### src/rtl/operand_fetch.sv
// Operand-fetch stage: reads the register file, bypasses writeback data, tracks
// in-flight destinations in a scoreboard and holds one instruction for execute.
module operand_fetch #(
  parameter int DATA_WIDTH = 32,
  parameter int ADDR_WIDTH = 5
) (
  input  logic                  clk,
  input  logic                  rst,
  input  logic                  in_valid,
  output logic                  in_ready,
  input  logic [ADDR_WIDTH-1:0] in_rs1,
  input  logic [ADDR_WIDTH-1:0] in_rs2,
  input  logic [ADDR_WIDTH-1:0] in_rd,
  input  logic                  in_rd_en,
  output logic [ADDR_WIDTH-1:0] raddr1,
  output logic [ADDR_WIDTH-1:0] raddr2,
  input  logic [DATA_WIDTH-1:0] rdata1,
  input  logic [DATA_WIDTH-1:0] rdata2,
  input  logic                  wb_wen,
  input  logic [ADDR_WIDTH-1:0] wb_waddr,
  input  logic [DATA_WIDTH-1:0] wb_wdata,
  output logic                  out_valid,
  input  logic                  out_ready,
  output logic [DATA_WIDTH-1:0] out_op1,
  output logic [DATA_WIDTH-1:0] out_op2,
  output logic [ADDR_WIDTH-1:0] out_rd,
  output logic                  out_rd_en,
  output logic [31:0]           stall_cnt
);

  localparam int NREG = 1 << ADDR_WIDTH;

  logic [NREG-1:0]       busy_r;
  logic [NREG-1:0]       busy_nxt_s;
  logic                  clr_s;
  logic                  set_s;
  logic                  hazard_s;
  logic                  accept_s;
  logic [DATA_WIDTH-1:0] op1_s;
  logic [DATA_WIDTH-1:0] op2_s;

  // A register pending writeback stops being busy in the cycle its result appears.
  function automatic logic busy_eff(input logic [NREG-1:0] busy,
                                    input logic clr,
                                    input logic [ADDR_WIDTH-1:0] waddr,
                                    input logic [ADDR_WIDTH-1:0] idx);
    return busy[idx] && !(clr && (waddr == idx));
  endfunction

  assign raddr1   = in_rs1;
  assign raddr2   = in_rs2;
  assign clr_s    = wb_wen && (wb_waddr != {ADDR_WIDTH{1'b0}});
  assign hazard_s = busy_eff(busy_r, clr_s, wb_waddr, in_rs1) ||
                    busy_eff(busy_r, clr_s, wb_waddr, in_rs2) ||
                    (in_rd_en && busy_eff(busy_r, clr_s, wb_waddr, in_rd));
  assign in_ready = (!out_valid || out_ready) && !hazard_s;
  assign accept_s = in_valid && in_ready;
  assign set_s    = accept_s && in_rd_en && (in_rd != {ADDR_WIDTH{1'b0}});

  // Operand selection: writeback bypass, then x0, then register-file data.
  always_comb begin
    op1_s = rdata1;
    op2_s = rdata2;
    if (clr_s && (wb_waddr == in_rs1)) begin
      op1_s = wb_wdata;
    end else if (in_rs1 == {ADDR_WIDTH{1'b0}}) begin
      op1_s = {DATA_WIDTH{1'b0}};
    end else begin
      op1_s = rdata1;
    end
    if (clr_s && (wb_waddr == in_rs2)) begin
      op2_s = wb_wdata;
    end else if (in_rs2 == {ADDR_WIDTH{1'b0}}) begin
      op2_s = {DATA_WIDTH{1'b0}};
    end else begin
      op2_s = rdata2;
    end
  end

  // Scoreboard next state: clear applied first so a same-index set wins.
  always_comb begin
    busy_nxt_s = busy_r;
    if (clr_s) begin
      busy_nxt_s[wb_waddr] = 1'b0;
    end else begin
      busy_nxt_s = busy_r;
    end
    if (set_s) begin
      busy_nxt_s[in_rd] = 1'b1;
    end else begin
      busy_nxt_s[0] = 1'b0;
    end
    busy_nxt_s[0] = 1'b0;
  end

  // Output register, scoreboard and stall counter.
  always_ff @(posedge clk) begin
    if (rst) begin
      out_valid <= 1'b0;
      out_op1   <= {DATA_WIDTH{1'b0}};
      out_op2   <= {DATA_WIDTH{1'b0}};
      out_rd    <= {ADDR_WIDTH{1'b0}};
      out_rd_en <= 1'b0;
      busy_r    <= {NREG{1'b0}};
      stall_cnt <= 32'd0;
    end else begin
      busy_r <= busy_nxt_s;
      if (accept_s) begin
        out_valid <= 1'b1;
        out_op1   <= op1_s;
        out_op2   <= op2_s;
        out_rd    <= in_rd;
        out_rd_en <= in_rd_en;
      end else if (out_valid && out_ready) begin
        out_valid <= 1'b0;
      end
      if (in_valid && hazard_s) begin
        stall_cnt <= stall_cnt + 32'd1;
      end
    end
  end

endmodule

### config.mk
export PLATFORM = sky130hd
export DESIGN_NAME = operand_fetch
export DESIGN_NICKNAME = d
export VERILOG_FILES = /design/src/rtl/operand_fetch.sv
export SDC_FILE = /design/constraint.sdc
export NUM_CORES = 1
export LEC_CHECK = 0
export BUFFER_PORTS_ARGS = -buffer_cell sky130_fd_sc_hd__buf_4
export CORE_MARGIN = 3
export CORE_UTILIZATION = 50
export DETAILED_ROUTE_END_ITERATION = 7
export PLACE_DENSITY = 0.81
export SLEW_MARGIN = 0
export SYNTH_ARGS = -nofsm -noshare
export SYNTH_HDL_FRONTEND = slang
export SYNTH_SLANG_ARGS = --single-unit
### constraint.sdc
create_clock -name clk -period 3.39 [get_ports clk]
set_input_delay 0.5085 -clock clk [delete_from_list [all_inputs] [get_ports clk]]
set_output_delay 0.5085 -clock clk [all_outputs]
set_load 0.1 [all_outputs]
==> out/results.ini, run 1 <==
[power]
power.density_mw_per_mm2=494.2
ir_worst_vdd_uv=352.8
switching_power_mw=1.924
internal-power_mw=3.269
pwr-share-comb=0.308
p_clk_frac=0.360
power.share.switching=0.3705
p_seq_frac=0.333
power_mw=5.193
power_leakage_nw=4.091

[place]
gp_congestion=0.9395
place_worst_setup_slack_ns=0.1156
io_buffer_count=235
dp_hpwl_um=18290
placed_area_mm2=0.009907
place_inst=1347

[run]
cap_violations=0

[die]
core-area_mm2=0.01594
die_h_um=134.0
num_io_pins=236
fp.dieArea_mm2=0.01797
rows=46
initial_utilization=0.5142
die_w_um=134.0

[synthesis]
yosysTopAreaCell=dfxtp_1
ys_seq_elements=134
syn_area_per_cell_um2=8.331
synth_adder_area_share=0.001526
synth_top_family_by_area=compound AO/OA/AOI/OAI gates
synthMuxAreaShare=0.07250
ys.warnings.count=0
synthSimpleGateAreaFrac=0.2462
synth-xor-area-share=0.01603
synth.top_cells.by_area=dfxtp_1 (33%), a21oi_1 (6.0%), a311oi_2 (5.9%)
synth-compound-area-share=0.2624
synth_cells=984
synth_edf_count=0
synthFlopType=dfxtp_1
synthArstFlopShare=0
syn-num-nets=1107
synth_cell_types=61
synth_area_mm2=0.008198
synth_top_area_share=0.3272
yosysSeqAreaShare=0.3272

[clock_network]
cts.hold.buffers_added=0
numCtsBuffers=17
cts_setup_buffers=0
cts_sinks=134
h-tree-depth=4
cts_tree=yes
cts_root_buf=clkbuf_16
clk-insertion-delay-late_ns=0.42
clk_pin_slew_ns=0.06
clockBufferDepth=2

[final_layout]
drive_gt1_frac=0.3313
utilization=0.6590
syn2layout_area_growth_pct=28.16
layout.cells.non_filler=1378
fin_nets=1273
diodes=0
design_area_mm2=0.01051

[global_route]
antenna_found_initial=0
grt_pass1_vias=7861
grt_pass1_wl_um=42080
grt_overflow_total=0
grt_max_degree=86
track_usage=0.2902

[timing]
slew_violations=0
worstMarginPinSlew_ns=1.162
fin_setup_tns_ns=0
period_share=0.9439
fin_crit_ns=3.200
finalSetupViolCount=0
whs_ns=0.3862
skew_ns=0.01003
final.setup.worst_slack_ns=0.1902
slew_headroom=0.2237
fmax_ghz=0.3125
rsz0062_at_grt=no
hold_viol_final=0

[worst_setup_path]
start_kind=register
critPathArrivalTime_ns=2.69
crit_required_ns=2.88
worstSetupPathType=reg -> out
crit_fanout=4
cp-end-kind=primary output
rr_worst_depth=9

[drt]
vias=8421
wl_per_cell_um=19.46
wl_um=26810
drc=0
first_pass_iters=5
via_per_inst=6.111
drt_iter0_drc=763
postRouteAntennaNets=0

[run_status]
status=finished clean

[worst_hold_path]
hold_depth=3
hp-class=in -> reg

power groups by stage:
stage	clock, mW	combinational, mW	sequential (mW)
2_1_floorplan	0	0.622	2.34
3_3_place_gp	0	1.58	1.76
3_5_place_dp	0	1.59	1.76
4_1_cts	1.88	1.59	1.73
5_1_grt	1.97	1.67	1.73
6_report	1.87	1.60	1.73
path summary, 6_finish.rpt:
| check | start | end | slack (ns) |
|---|---|---|---|
| setup / recovery | busy_r[18] | in_ready | 0.19 |
| hold / removal | in_rd_en | out_rd_en | 0.39 |
| setup reg to reg | busy_r[18] | out_op2[4] | 0.44 |
| hold reg to reg | out_rd_en | out_rd_en | 0.47 |
layout make-up:
class                           instances  area [um^2]
Fill cell                            1318         5436
Multi-Input combinational cell        728         4930
Sequential cell                       134         2683
Timing Repair Buffer                  257         1983
Clock buffer                           24        501.7
Tap cell                              216        270.3
Clock inverter                          7        93.84
Inverter                               12        45.04
state kept, by name, summed over array words and instances (netlist names):
signal and count:
out_op2 32, out_valid 1, out_op1 32, busy_r 31, stall_cnt 32, out_rd 5, out_rd_en 1
placed cells by master, fill, tap and decap left out, types with 5 or more instances in the layout:
cell type  instances
nand4_1            7
xor2_1             6
mux4_2            12
and4_1             5
nand2_1           88
mux2_2             8
nand2b_1           6
a21oi_2           31
or4_1             17
a311oi_2          32
o21ai_1           12
buf_4            252
nor2b_1           30
dfxtp_1          134
nand3b_1          21
inv_1             11
nand3_1           37
and3_1            40
clkbuf_16         17
mux2i_1           20
nor3b_1            7
o31ai_1           17
o21ai_0           80
nor2_1            14
nor3_1            70
xnor2_1            9
a41o_1             7
a21oi_1           99
o2111ai_1          7
clkbuf_8           5
logic make-up (layout without fill, tap and decap cells):
logic type / after synthesis / in the layout
buffers and inverters: 122 / 300
multiplexers: 43 / 43
AND/OR/NAND/NOR: 365 / 365
XOR/XNOR: 15 / 15
flip-flops: 134 / 134
adder cells (fa/ha/maj): 1 / 1
AO/OA/AOI/OAI: 304 / 304
synthesized netlist by cell type, types with 4 or more instances:
master,count
a21oi_2,31
a21oi_1,99
nor2b_1,30
and2_1,6
mux2_2,8
or3_1,4
nor3b_1,7
o21ai_0,80
o31ai_1,17
buf_2,6
buf_6,6
o21ai_1,12
nor3_1,70
xor2_1,6
a41o_1,7
buf_4,17
and4_1,5
nand4_1,7
inv_1,11
mux4_2,12
dfxtp_1,134
a311oi_2,32
nand2_1,88
nand3_1,37
and3_1,40
o2111ai_1,7
mux2i_1,20
xnor2_1,9
nand3b_1,21
o22ai_1,4
clkbuf_1,73
nor2_1,14
nand2b_1,6
or4_1,17
buf_1,5
worst max-delay path, cell delays in order, from the launching register on:
cell	delay (ns)
dfxtp_1	0.35
mux4_2	0.46
a22o_1	0.24
a31oi_1	0.19
o21ai_1	0.19
a221oi_4	0.36
and2_2	0.23
buf_6	0.23
what timing repair did:
| item | CTS | global route |
|---|---|---|
| endpoints found under the hold margin | 0 | 0 |
| gates resized for setup | 0 | 1 |
| endpoints found under the setup margin | 0 | 1 |
layer usage:
layer | wire length [um] | part of all wire | up-vias | GRT usage
li1 | - | - | 3963 | -
met1 | 10840 | 0.40 | 3960 | 0.3696
met2 | 12890 | 0.48 | 435 | 0.4767
met3 | 2357 | 0.088 | 63 | 0.07989
met4 | 729 | 0.027 | 0 | 0.09955
met5 | 0 | 0 | - | 0
Power figures use the tool's default switching activity.
==> inputs of run 2 (changes only) <==
Settings changed: CORE_ASPECT_RATIO from default to 1.25, PLACE_DENSITY 0.81 to 0.88, REMOVE_ABC_BUFFERS from default to 1.
==> run 2 against run 1 <==
Wire length down 1.0%; non-clock buffer count decreased by 5; fmax is 1.5% lower; global-route usage is 0.38 points lower; register-to-register slack is essentially flat; total power down 1.4%; utilization up 0.063 points; sequential cell count did not move; first-iteration DRC count up 44%; combinational power is essentially flat; critical path depth unchanged; clock-buffer cell count down 1; largest power group unchanged.
==> out/results.ini, run 2 (synthesized netlist as in run 1, its figures left out) <==
[global_route]
grt_pass1_vias=8088  ; +2.9%
antenna_found_initial=0  ; unchanged
grt_overflow_total=0  ; unchanged
grt_max_degree=83  ; -3.5%
use_met3=0.07018  ; -0.009713
grt_pass1_wl_um=41500  ; -1.4%
use_met1=0.3313  ; -0.03835
grt.busiest_layer=met2
grt_use_met2=0.4836  ; +0.006938
track_usage=0.2864  ; -0.003825

[run]
cap_violations=0  ; unchanged

[die]
fp.dieArea_mm2=0.01798  ; about the same
num_io_pins=236  ; unchanged
die_w_um=120.5  ; -10%
initial_utilization=0.5180  ; +0.003822
core-area_mm2=0.01583  ; -0.74%
rows=51  ; +11%
die_h_um=149.2  ; +11%

[timing]
period_share=0.9586  ; +0.01466
rsz0062_at_grt=no
fmax_ghz=0.3077  ; -1.5%
finalSetupViolCount=0  ; unchanged
fin_setup_tns_ns=0  ; unchanged
skew_ns=0.01014  ; +0.0001126 ns
worstMarginPinSlew_ns=0.7013  ; -0.4604 ns
final.setup.worst_slack_ns=0.1405  ; -0.04970 ns
slew_headroom=0.5325  ; +0.3088
slew_violations=0  ; unchanged
whs_ns=0.4046  ; +0.01839 ns
fin_crit_ns=3.250  ; +0.04970 ns
hold_viol_final=0  ; unchanged

[power]
ir_worst_vdd_uv=398.9  ; +13%
power_mw=5.118  ; -1.4%
power.density_mw_per_mm2=490.3  ; -0.80%
power_leakage_nw=4.056  ; -0.86%

[final_layout]
fin_nets=1268  ; -0.39%
final_common_cell=buf_4
utilization=0.6596  ; about the same
syn2layout_area_growth_pct=27.34
layout.cells.non_filler=1369  ; -0.65%
most-common-layout-cells=buf_4 (246), dfxtp_1 (134), a21oi_1 (99)
fill_cells=1330  ; +0.91%
drive_gt1_frac=0.3258  ; -0.005483
diodes=0  ; unchanged
top_regs=out_op1: 32 flops, out_op2: 32 flops, stall_cnt: 32 flops
design_area_mm2=0.01044  ; -0.64%

[drt]
wl_per_cell_um=19.38  ; -0.39%
drc=0  ; unchanged
via_per_inst=6.210  ; +1.6%
first_pass_iters=5  ; unchanged
vias=8501  ; +0.95%
drt_iter0_drc=1096  ; +44%
wl_um=26530  ; -1.0%
postRouteAntennaNets=0  ; unchanged

[clock_network]
clk-insertion-delay-late_ns=0.43  ; about the same
cts.hold.buffers_added=0  ; unchanged
cts_tree=yes
cts_root_buf=clkbuf_16
numCtsBuffers=17  ; unchanged
cts_sinks=134  ; unchanged
clk_pin_slew_ns=0.06  ; about the same
clockBufferDepth=2  ; unchanged
h-tree-depth=4  ; unchanged

[worst_setup_path]
r2r_start=busy_r[3]
worstSetupPathType=reg -> out
cp-end-kind=primary output
r2r-end=out_op2[21]
rr_worst_depth=9  ; unchanged
reg2reg_slack_ns=0.43  ; about the same
critPathArrivalTime_ns=2.74  ; +0.05 ns
crit_required_ns=2.88  ; about the same
crit_fanout=4  ; unchanged
start_kind=register

[worst_hold_path]
hp-class=in -> reg
hold_start=in_rd_en
holdPathEnd=out_rd_en
hold_depth=3  ; unchanged

[run_status]
status=finished clean

[place]
gp_congestion=0.9521  ; +1.3%
place_inst=1338  ; -0.67%
io_buffer_count=235  ; unchanged
dp_hpwl_um=18600  ; +1.7%
placed_area_mm2=0.009877  ; -0.30%
place_worst_setup_slack_ns=0.1154  ; -0.0001220 ns

==> run 2: worst max-delay path by stage <==
stage	depth (start not counted)	slack, ns	start	endpoint
2_1_floorplan	6	-4.91	wb_waddr[2]	in_ready
3_3_place_gp	8	0.18	wb_waddr[2]	in_ready
3_5_place_dp	10	0.12	in_rs2[0]	out_op2[21]
4_1_cts	7	0.08	busy_r[3]	in_ready
5_1_grt	7	0.04	busy_r[18]	in_ready
6_report	7	0.14	busy_r[3]	in_ready
==> run 2: layout make-up <==
type | count | area, um^2 | share of cell area
clock buffer | 23 | 457.9 | 0.04387
tap | 212 | 265.3 | 0.02541
sequential | 134 | 2683 | 0.2570
inverter | 12 | 45.04 | 0.004315
timing repair buffer | 252 | 1958 | 0.1876
multi-input combinational | 728 | 4930 | 0.4723
clock inverter | 8 | 100.1 | 0.009589
==> run 2: worst max-delay path, cell delays in order (launching register included) <==
cell	delay, ns
dfxtp_1	0.34
mux2_1	0.30
a221o_1	0.34
a311oi_1	0.44
nor4_4	0.11
a221oi_4	0.26
and2_2	0.26
buf_6	0.25
==> run 2: layer usage <==
| metal | vias up | part of all wire |
|---|---|---|
| met5 | - | 0 |
| met4 | 0 | 0.046 |
| met3 | 88 | 0.081 |
| met2 | 422 | 0.49 |
| met1 | 4017 | 0.39 |
| li1 | 3974 | - |
==> run 2: repair_timing <==
action                                  in CTS  in global routing
resized for setup                            0                  1
setup buffers                                0                  0
endpoints found under the setup margin       0                  1
==> run 2: report_power, final <==
part / total [mW] / switching (mW) / internal, mW
Clock: 1.79 / 0.694 / 1.10
Combinational: 1.61 / 1.17 / 0.432
Sequential: 1.72 / 0.0599 / 1.66
